===== src/rtl/wb_port_arbiter_pkg.sv =====
// Shared widths and grant-pointer encoding for the write-back port arbiter.
package wb_port_arbiter_pkg;

   localparam int unsigned NUM_REGS = 16;
   localparam int unsigned DATA_W   = 32;
   localparam int unsigned RD_W     = $clog2(NUM_REGS);

   typedef enum logic {
      PRI_ALU = 1'b0,
      PRI_LD  = 1'b1
   } pri_e;

endpackage


===== src/rtl/wb_port_arbiter_rr_arb2.sv =====
// Two-requester round-robin arbiter; requester 0 is favoured out of reset.
module rr_arb2
   import wb_port_arbiter_pkg::*;
(
   input  logic i_clk,
   input  logic i_rst_n,
   input  logic i_req0,
   input  logic i_req1,
   output logic o_gnt0,
   output logic o_gnt1,
   output logic o_ptr
);

   pri_e r_state;
   pri_e w_state_nxt;

   always_ff @(posedge i_clk or negedge i_rst_n) begin
      if (!i_rst_n) begin
         r_state <= PRI_ALU;
      end else begin
         r_state <= w_state_nxt;
      end
   end

   // A lone requester always wins; on a tie the pointer decides.
   always_comb begin
      o_gnt0      = 1'b0;
      o_gnt1      = 1'b0;
      w_state_nxt = r_state;
      if (i_req0 && (!i_req1 || r_state == PRI_ALU)) begin
         o_gnt0      = 1'b1;
         w_state_nxt = PRI_LD;
      end else if (i_req1) begin
         o_gnt1      = 1'b1;
         w_state_nxt = PRI_ALU;
      end
   end

   assign o_ptr = (r_state == PRI_LD);

endmodule


===== src/rtl/wb_port_arbiter.sv =====
// Write-back arbiter: shares the register write port between ALU and load,
// and registers CPSR/PC updates so every architectural write is a 1-cycle pulse.
module wb_port_arbiter
   import wb_port_arbiter_pkg::*;
#(
   parameter int unsigned NUM_REGS = wb_port_arbiter_pkg::NUM_REGS,
   parameter int unsigned DATA_W   = wb_port_arbiter_pkg::DATA_W,
   localparam int unsigned RW      = $clog2(NUM_REGS)
) (
   input  logic              clk,
   input  logic              reset_n,
   input  logic              alu_valid,
   input  logic [RW-1:0]     alu_rd,
   input  logic [DATA_W-1:0] alu_result,
   output logic              alu_ready,
   input  logic              ld_valid,
   input  logic [RW-1:0]     ld_rd,
   input  logic [DATA_W-1:0] ld_data,
   output logic              ld_ready,
   input  logic              cmp_valid,
   input  logic [DATA_W-1:0] cmp_cpsr,
   input  logic              jmp_valid,
   input  logic [DATA_W-1:0] jmp_target,
   output logic              reg_write_en,
   output logic [RW-1:0]     reg_num,
   output logic [DATA_W-1:0] reg_value,
   output logic              cpsr_write_en,
   output logic [DATA_W-1:0] cpsr_out,
   output logic              pc_write_en,
   output logic [DATA_W-1:0] pc_out,
   output logic              pri_ld
);

   logic w_alu_gnt;
   logic w_ld_gnt;

   logic              r_reg_write_en;
   logic [RW-1:0]     r_reg_num;
   logic [DATA_W-1:0] r_reg_value;
   logic              r_cpsr_write_en;
   logic [DATA_W-1:0] r_cpsr_out;
   logic              r_pc_write_en;
   logic [DATA_W-1:0] r_pc_out;

   rr_arb2 u_arb (
      .i_clk   (clk),
      .i_rst_n (reset_n),
      .i_req0  (alu_valid),
      .i_req1  (ld_valid),
      .o_gnt0  (w_alu_gnt),
      .o_gnt1  (w_ld_gnt),
      .o_ptr   (pri_ld)
   );

   assign alu_ready = w_alu_gnt;
   assign ld_ready  = w_ld_gnt;

   // Data registers only load on acceptance so they hold between strobes.
   always_ff @(posedge clk or negedge reset_n) begin
      if (!reset_n) begin
         r_reg_write_en  <= 1'b0;
         r_reg_num       <= '0;
         r_reg_value     <= '0;
         r_cpsr_write_en <= 1'b0;
         r_cpsr_out      <= '0;
         r_pc_write_en   <= 1'b0;
         r_pc_out        <= '0;
      end else begin
         r_reg_write_en  <= w_alu_gnt | w_ld_gnt;
         r_cpsr_write_en <= cmp_valid;
         r_pc_write_en   <= jmp_valid;
         if (w_alu_gnt) begin
            r_reg_num   <= alu_rd;
            r_reg_value <= alu_result;
         end else if (w_ld_gnt) begin
            r_reg_num   <= ld_rd;
            r_reg_value <= ld_data;
         end
         if (cmp_valid) r_cpsr_out <= cmp_cpsr;
         if (jmp_valid) r_pc_out   <= jmp_target;
      end
   end

   assign reg_write_en  = r_reg_write_en;
   assign reg_num       = r_reg_num;
   assign reg_value     = r_reg_value;
   assign cpsr_write_en = r_cpsr_write_en;
   assign cpsr_out      = r_cpsr_out;
   assign pc_write_en   = r_pc_write_en;
   assign pc_out        = r_pc_out;

endmodule


===== config.mk =====
export PLATFORM = sky130hd
export DESIGN_NAME = wb_port_arbiter
export DESIGN_NICKNAME = d
export VERILOG_FILES = /design/src/rtl/wb_port_arbiter_pkg.sv /design/src/rtl/wb_port_arbiter_rr_arb2.sv /design/src/rtl/wb_port_arbiter.sv
export SDC_FILE = /design/constraint.sdc
export NUM_CORES = 1
export LEC_CHECK = 0
export ABC_AREA = 1
export CAP_MARGIN = 10
export CORE_MARGIN = 2
export CORE_UTILIZATION = 40
export DETAILED_ROUTE_END_ITERATION = 7
export GPL_ROUTABILITY_DRIVEN = 0
export MAX_ROUTING_LAYER = met4
export PLACE_DENSITY = 0.86
export SLEW_MARGIN = 20
export SYNTH_ARGS = -nofsm -noshare
export SYNTH_HDL_FRONTEND = slang
export SYNTH_SLANG_ARGS = --single-unit

===== constraint.sdc =====
create_clock -name clk -period 1.3 [get_ports clk]
set_input_delay 0.195 -clock clk [delete_from_list [all_inputs] [get_ports clk]]
set_output_delay 0.195 -clock clk [all_outputs]
set_load 0.05 [all_outputs]

# Yosys cells after proc, flatten, opt, wreduce, memory -nomap -nowiden
# Index checks and enable logic that the tools add are counted.
# W data, S select, Z words.
dict set report word_totals {
  register_bits 104
  inputBits 142
  output_inout_bits 106
  elab_cells 24
}
dict set report classes {
  n_mux 9
  n_bitwise 2
  reduce_logical 5
}
# cell n
set ops {}
lappend ops {{$mux W32} 2}
lappend ops {{$mux W4} 2}
lappend ops {{$mux W1} 5}
lappend ops {{$reduce_bool A2 Y1} 2}
lappend ops {{$logic_and A1 B1 Y1} 1}
lappend ops {{$logic_not A1 Y1} 1}
lappend ops {{$logic_or A1 B1 Y1} 1}
lappend ops {{$not A1 Y1} 1}
lappend ops {{$or A1 B1 Y1} 1}

# Logic depth before layout (Yosys ltp)
dict set report depth {
  depth_word 6
  mapped_depth 7
  mapped_depth_nobuf 5
}

# Cells and area by module
# From an unflattened synthesis, not the netlist that was laid out.
dict set report hier_totals {
  hier_cells 479
  area_unflattened_um2 4342.9
}
# module instances cells_each area_each_um2 seq_area_each_um2
set modules_own_cells {}
lappend modules_own_cells {wb_port_arbiter 1 470 4282.9 2577.5}
lappend modules_own_cells {rr_arb2 1 9 60.1 25.0}

# Worst setup path after synthesis
# OpenSTA, ideal clock, no wires.
dict set report synth_timing {
  path_type {register -> output}
  startpoint {register u_arb.r_state, in the netlist u_arb.o_ptr}
  endpoint {output port ld_ready}
  arrival_time_ns 1.927
  required_ns 1.105
  slack_ns -0.822
  path_stages_with_launch 7
  path_buffers 2
  path_cell_list {dfrtp_1 -> nand2_1 -> nand2_1 -> buf_4 -> buf_4 -> inv_2 -> nor2_1}
}
dict set report synth_between {
  elab_chain_cells 4
}
# item line
set synth_rtl {}
lappend synth_rtl {{from (decl)} wb_port_arbiter_rr_arb2.sv:14} ;# pri_e r_state;
lappend synth_rtl {{from (signal assigned)} wb_port_arbiter_rr_arb2.sv:21} ;# r_state <= w_state_nxt;
lappend synth_rtl {{$not A1 Y1} wb_port_arbiter_rr_arb2.sv:30} ;# if (i_req0 && (!i_req1 || r_state == PRI_ALU)) begin
lappend synth_rtl {{$logic_or A1 B1 Y1} wb_port_arbiter_rr_arb2.sv:30}
lappend synth_rtl {{$logic_and A1 B1 Y1} wb_port_arbiter_rr_arb2.sv:30}
lappend synth_rtl {{$mux W1} wb_port_arbiter_rr_arb2.sv:30}
lappend synth_rtl {{to (decl)} wb_port_arbiter.sv:19} ;# output logic ld_ready,
# No other way between the ends.

# Worst setup path in the final report
# Ends and elaborated chain as after synthesis.

==> impl_results.md <==
- Status: finished, violations left
- Failing checks: negative setup slack
- Die area: 12620 um^2
- DP Wirelength: 12030 um
- Total congestion overflow: 0
- Clock power share: 25.5%
- Post-route clock skew: 0.004546 ns
- CTS Buffer Depth: 2
- Site Rows: 39
- Max Transition Viols Final: 0
- Post-Syn Nets: 735
- CTS tree: yes
- Die Wd: 112.3 um
- Clock Sinks: 104
- # IOs: 248
- Number of global-route vias before repair: 4969
- Count of different cell masters after synthesis: 12
- Sequential Power Share: 36.3%
- Layout cell share with drive strength beyond 1: 18.46%
- Clock-pin slew on the worst setup and hold paths: 0.08 ns
- Dpl cells: 964
- Pwr dens: 1243 nW/um^2
- Most frequent cells in the layout: nand2_1 (209), clkdlybuf4s50_1 (137), buf_12 (113)
- Vias: 4828
- F_max: 728.8 MHz
- Fill cells: 705
- Antenna cell count: 0
- NetSw: 3839 uW
- Initial antenna violation count: 0
- Initial Util: 41.11%
- I/O Buffers: 247
- DRC violations left: 0
- First-pass GRT wire length: 25580 um
- Reg area: 2604 um^2
- Net Sw Frac: 34.90%
- Clk_lat worst skew: 0.33 ns
- Post-layout nets: 982
- Relative slew slack: 81.89%
- Crit end category: output pin
- Pwr Total: 11000 uW
- Worst-margin pin slew: 0.2717 ns
- Final core utilization: 77.53%
- Internal: 7162 uW
- Register bit total from synthesis: 104
- Max Cap Viol: 0
- Commonest non-fill, non-tap cell in the layout: nand2_1
- CTS buffer count: 9
- Hold Slack: 0.2242 ns
- Area of the multi-input gates: 1506 um^2
- Req. time, crit path: 1.11 ns
- CTS root buf: clkbuf_16
- Die Y: 112.3 um
- Setup WS post-layout: -0.07210 ns
- Combinational Power Share: 38.2%
- Largest net degree at the start of global routing: 66
- Unrepaired setup endpoints after global routing: yes
- Max rail drop VDD: 0.0007925 V
- Startpoint types: register
- Synthesized cell area: 4695 um^2
- CP max FO: 2
- Wirelength per Cell: 16.52 um
- CP Data Arrival Time: 1.18 ns
- DR pass1 iterations: 6
- Initial DRC count: 329
- Cells after Synth: 593
- Mapped Avg Cell Area: 7.917 um^2
- Synth Warn #: 0
- Routed WL: 16320 um
- Layout area overhead: 88.57%
- Via-to-Cell Ratio: 4.887
- Clock period minus worst slack: 1.372 ns
- Crit Path Class: reg -> out
- Fin crit share: 105.5%
- Pleak: 0.004418 uW
- H-tree depth: 3
- Global Route Usage Sum: 26.35%
- Final ANT Viol Nets: 0
- Worst min-delay path class: in -> reg
- Sequential fraction of the synthesis area: 55.44%
- Finished Layout Cells: 988
- Final Hold Vio Count: 0
- Endpoints failing setup: 2
- Core ar.: 11420 um^2
## area by class of cell
cell class	count	area share (%)
clock buffers	10	2.587
clock inverters	6	0.8763
inverters	102	4.410
multi-input cells	349	17.02
flip-flops and latches	104	29.41
well taps	143	2.021
repair buffers	274	43.67
## what timing repair did
action	CTS	global route
resized for setup	4	6
hold buffers	1	0
cloned	0	3
endpoints found under the hold margin	15	0
buffers inserted	4	1
pin swaps	2	0
endpoints found under the setup margin	2	38
## metrics by stage
step | worst slack [ns] | instance area, um^2 | TNS (ns)
global placement | -0.2148 | 8408 | -7.583
finish | -0.07210 | 8852 | -0.08483
CTS | -0.06408 | 8767 | -0.06860
global route | -0.1094 | 8852 | -0.4262
floorplan | -0.1781 | 4727 | -0.1781
detailed placement | -0.2614 | 8408 | -8.721
## logic make-up after synthesis
| kind of cell | synth area share [%] |
|---|---|
| flops | 55.44 |
| buf+inv | 12.95 |
| compound gates | 6.983 |
| simple gates | 24.63 |
## state kept, by name, summed over array words and instances, names as in the netlist
signal and cells:
cpsr_out 32, cpsr_write_en 1, pc_out 32, pc_write_en 1
reg_num 4, reg_value 32, reg_write_en 1, u_arb.o_ptr 1
## synth_stat cells
| library cell | instances | area [um^2] |
|---|---|---|
| nand2_1 | 211 | 792.0 |
| dfrtp_1 | 104 | 2603 |
| inv_1 | 100 | 375.4 |
| nand3_1 | 72 | 360.4 |
| o21ai_0 | 64 | 320.3 |
| buf_2 | 21 | 105.1 |
| buf_4 | 9 | 67.56 |
| clkbuf_1 | 5 | 18.77 |
| buf_6 | 3 | 33.78 |
| inv_2 | 2 | 7.510 |
| nor2_1 | 1 | 3.750 |
| o21a_1 | 1 | 7.510 |
## worst max-delay path: stages (launching register included)
cell and delay (ns):
dfrtp_2 0.40, nand2_4 0.07, nand2_4 0.10, inv_8 0.04
nor2_4 0.10, buf_12 0.14
## routing by layer
metal / GRT usage, % / part of all wire [%] / up-vias
met2: 46.14 / 52 / 240
met4: 6.992 / 2.3 / 0
li1: - / - / 2286
met5: - / 0 / -
met1: 29.81 / 37 / 2270
met3: 7.289 / 8.7 / 32
## power by group through the flow
stage / Combinational [uW] / Sequential [uW] / Clock, uW
global placement: 4030 / 4030 / 0
global route: 4400 / 4030 / 2990
floorplan: 665 / 5050 / 0
CTS: 4150 / 4000 / 2870
detailed placement: 4110 / 4050 / 0
finish: 4200 / 4000 / 2810
## path summary, 6_finish.rpt
path                              from             to  slack (ns)  cells after the start
max                        u_arb.o_ptr       ld_ready       -0.07                      5
min                          cmp_valid  cpsr_write_en        0.22                      2
max reg2reg                u_arb.o_ptr     reg_num[3]        0.02                      7
min reg2reg                 pc_out[16]     pc_out[16]        0.57                      2
max in group asynchronous      reset_n     pc_out[23]        0.48                      3
min in group asynchronous      reset_n  reg_value[11]        0.27                      2
No activity file was read; power rests on OpenSTA's default activity.
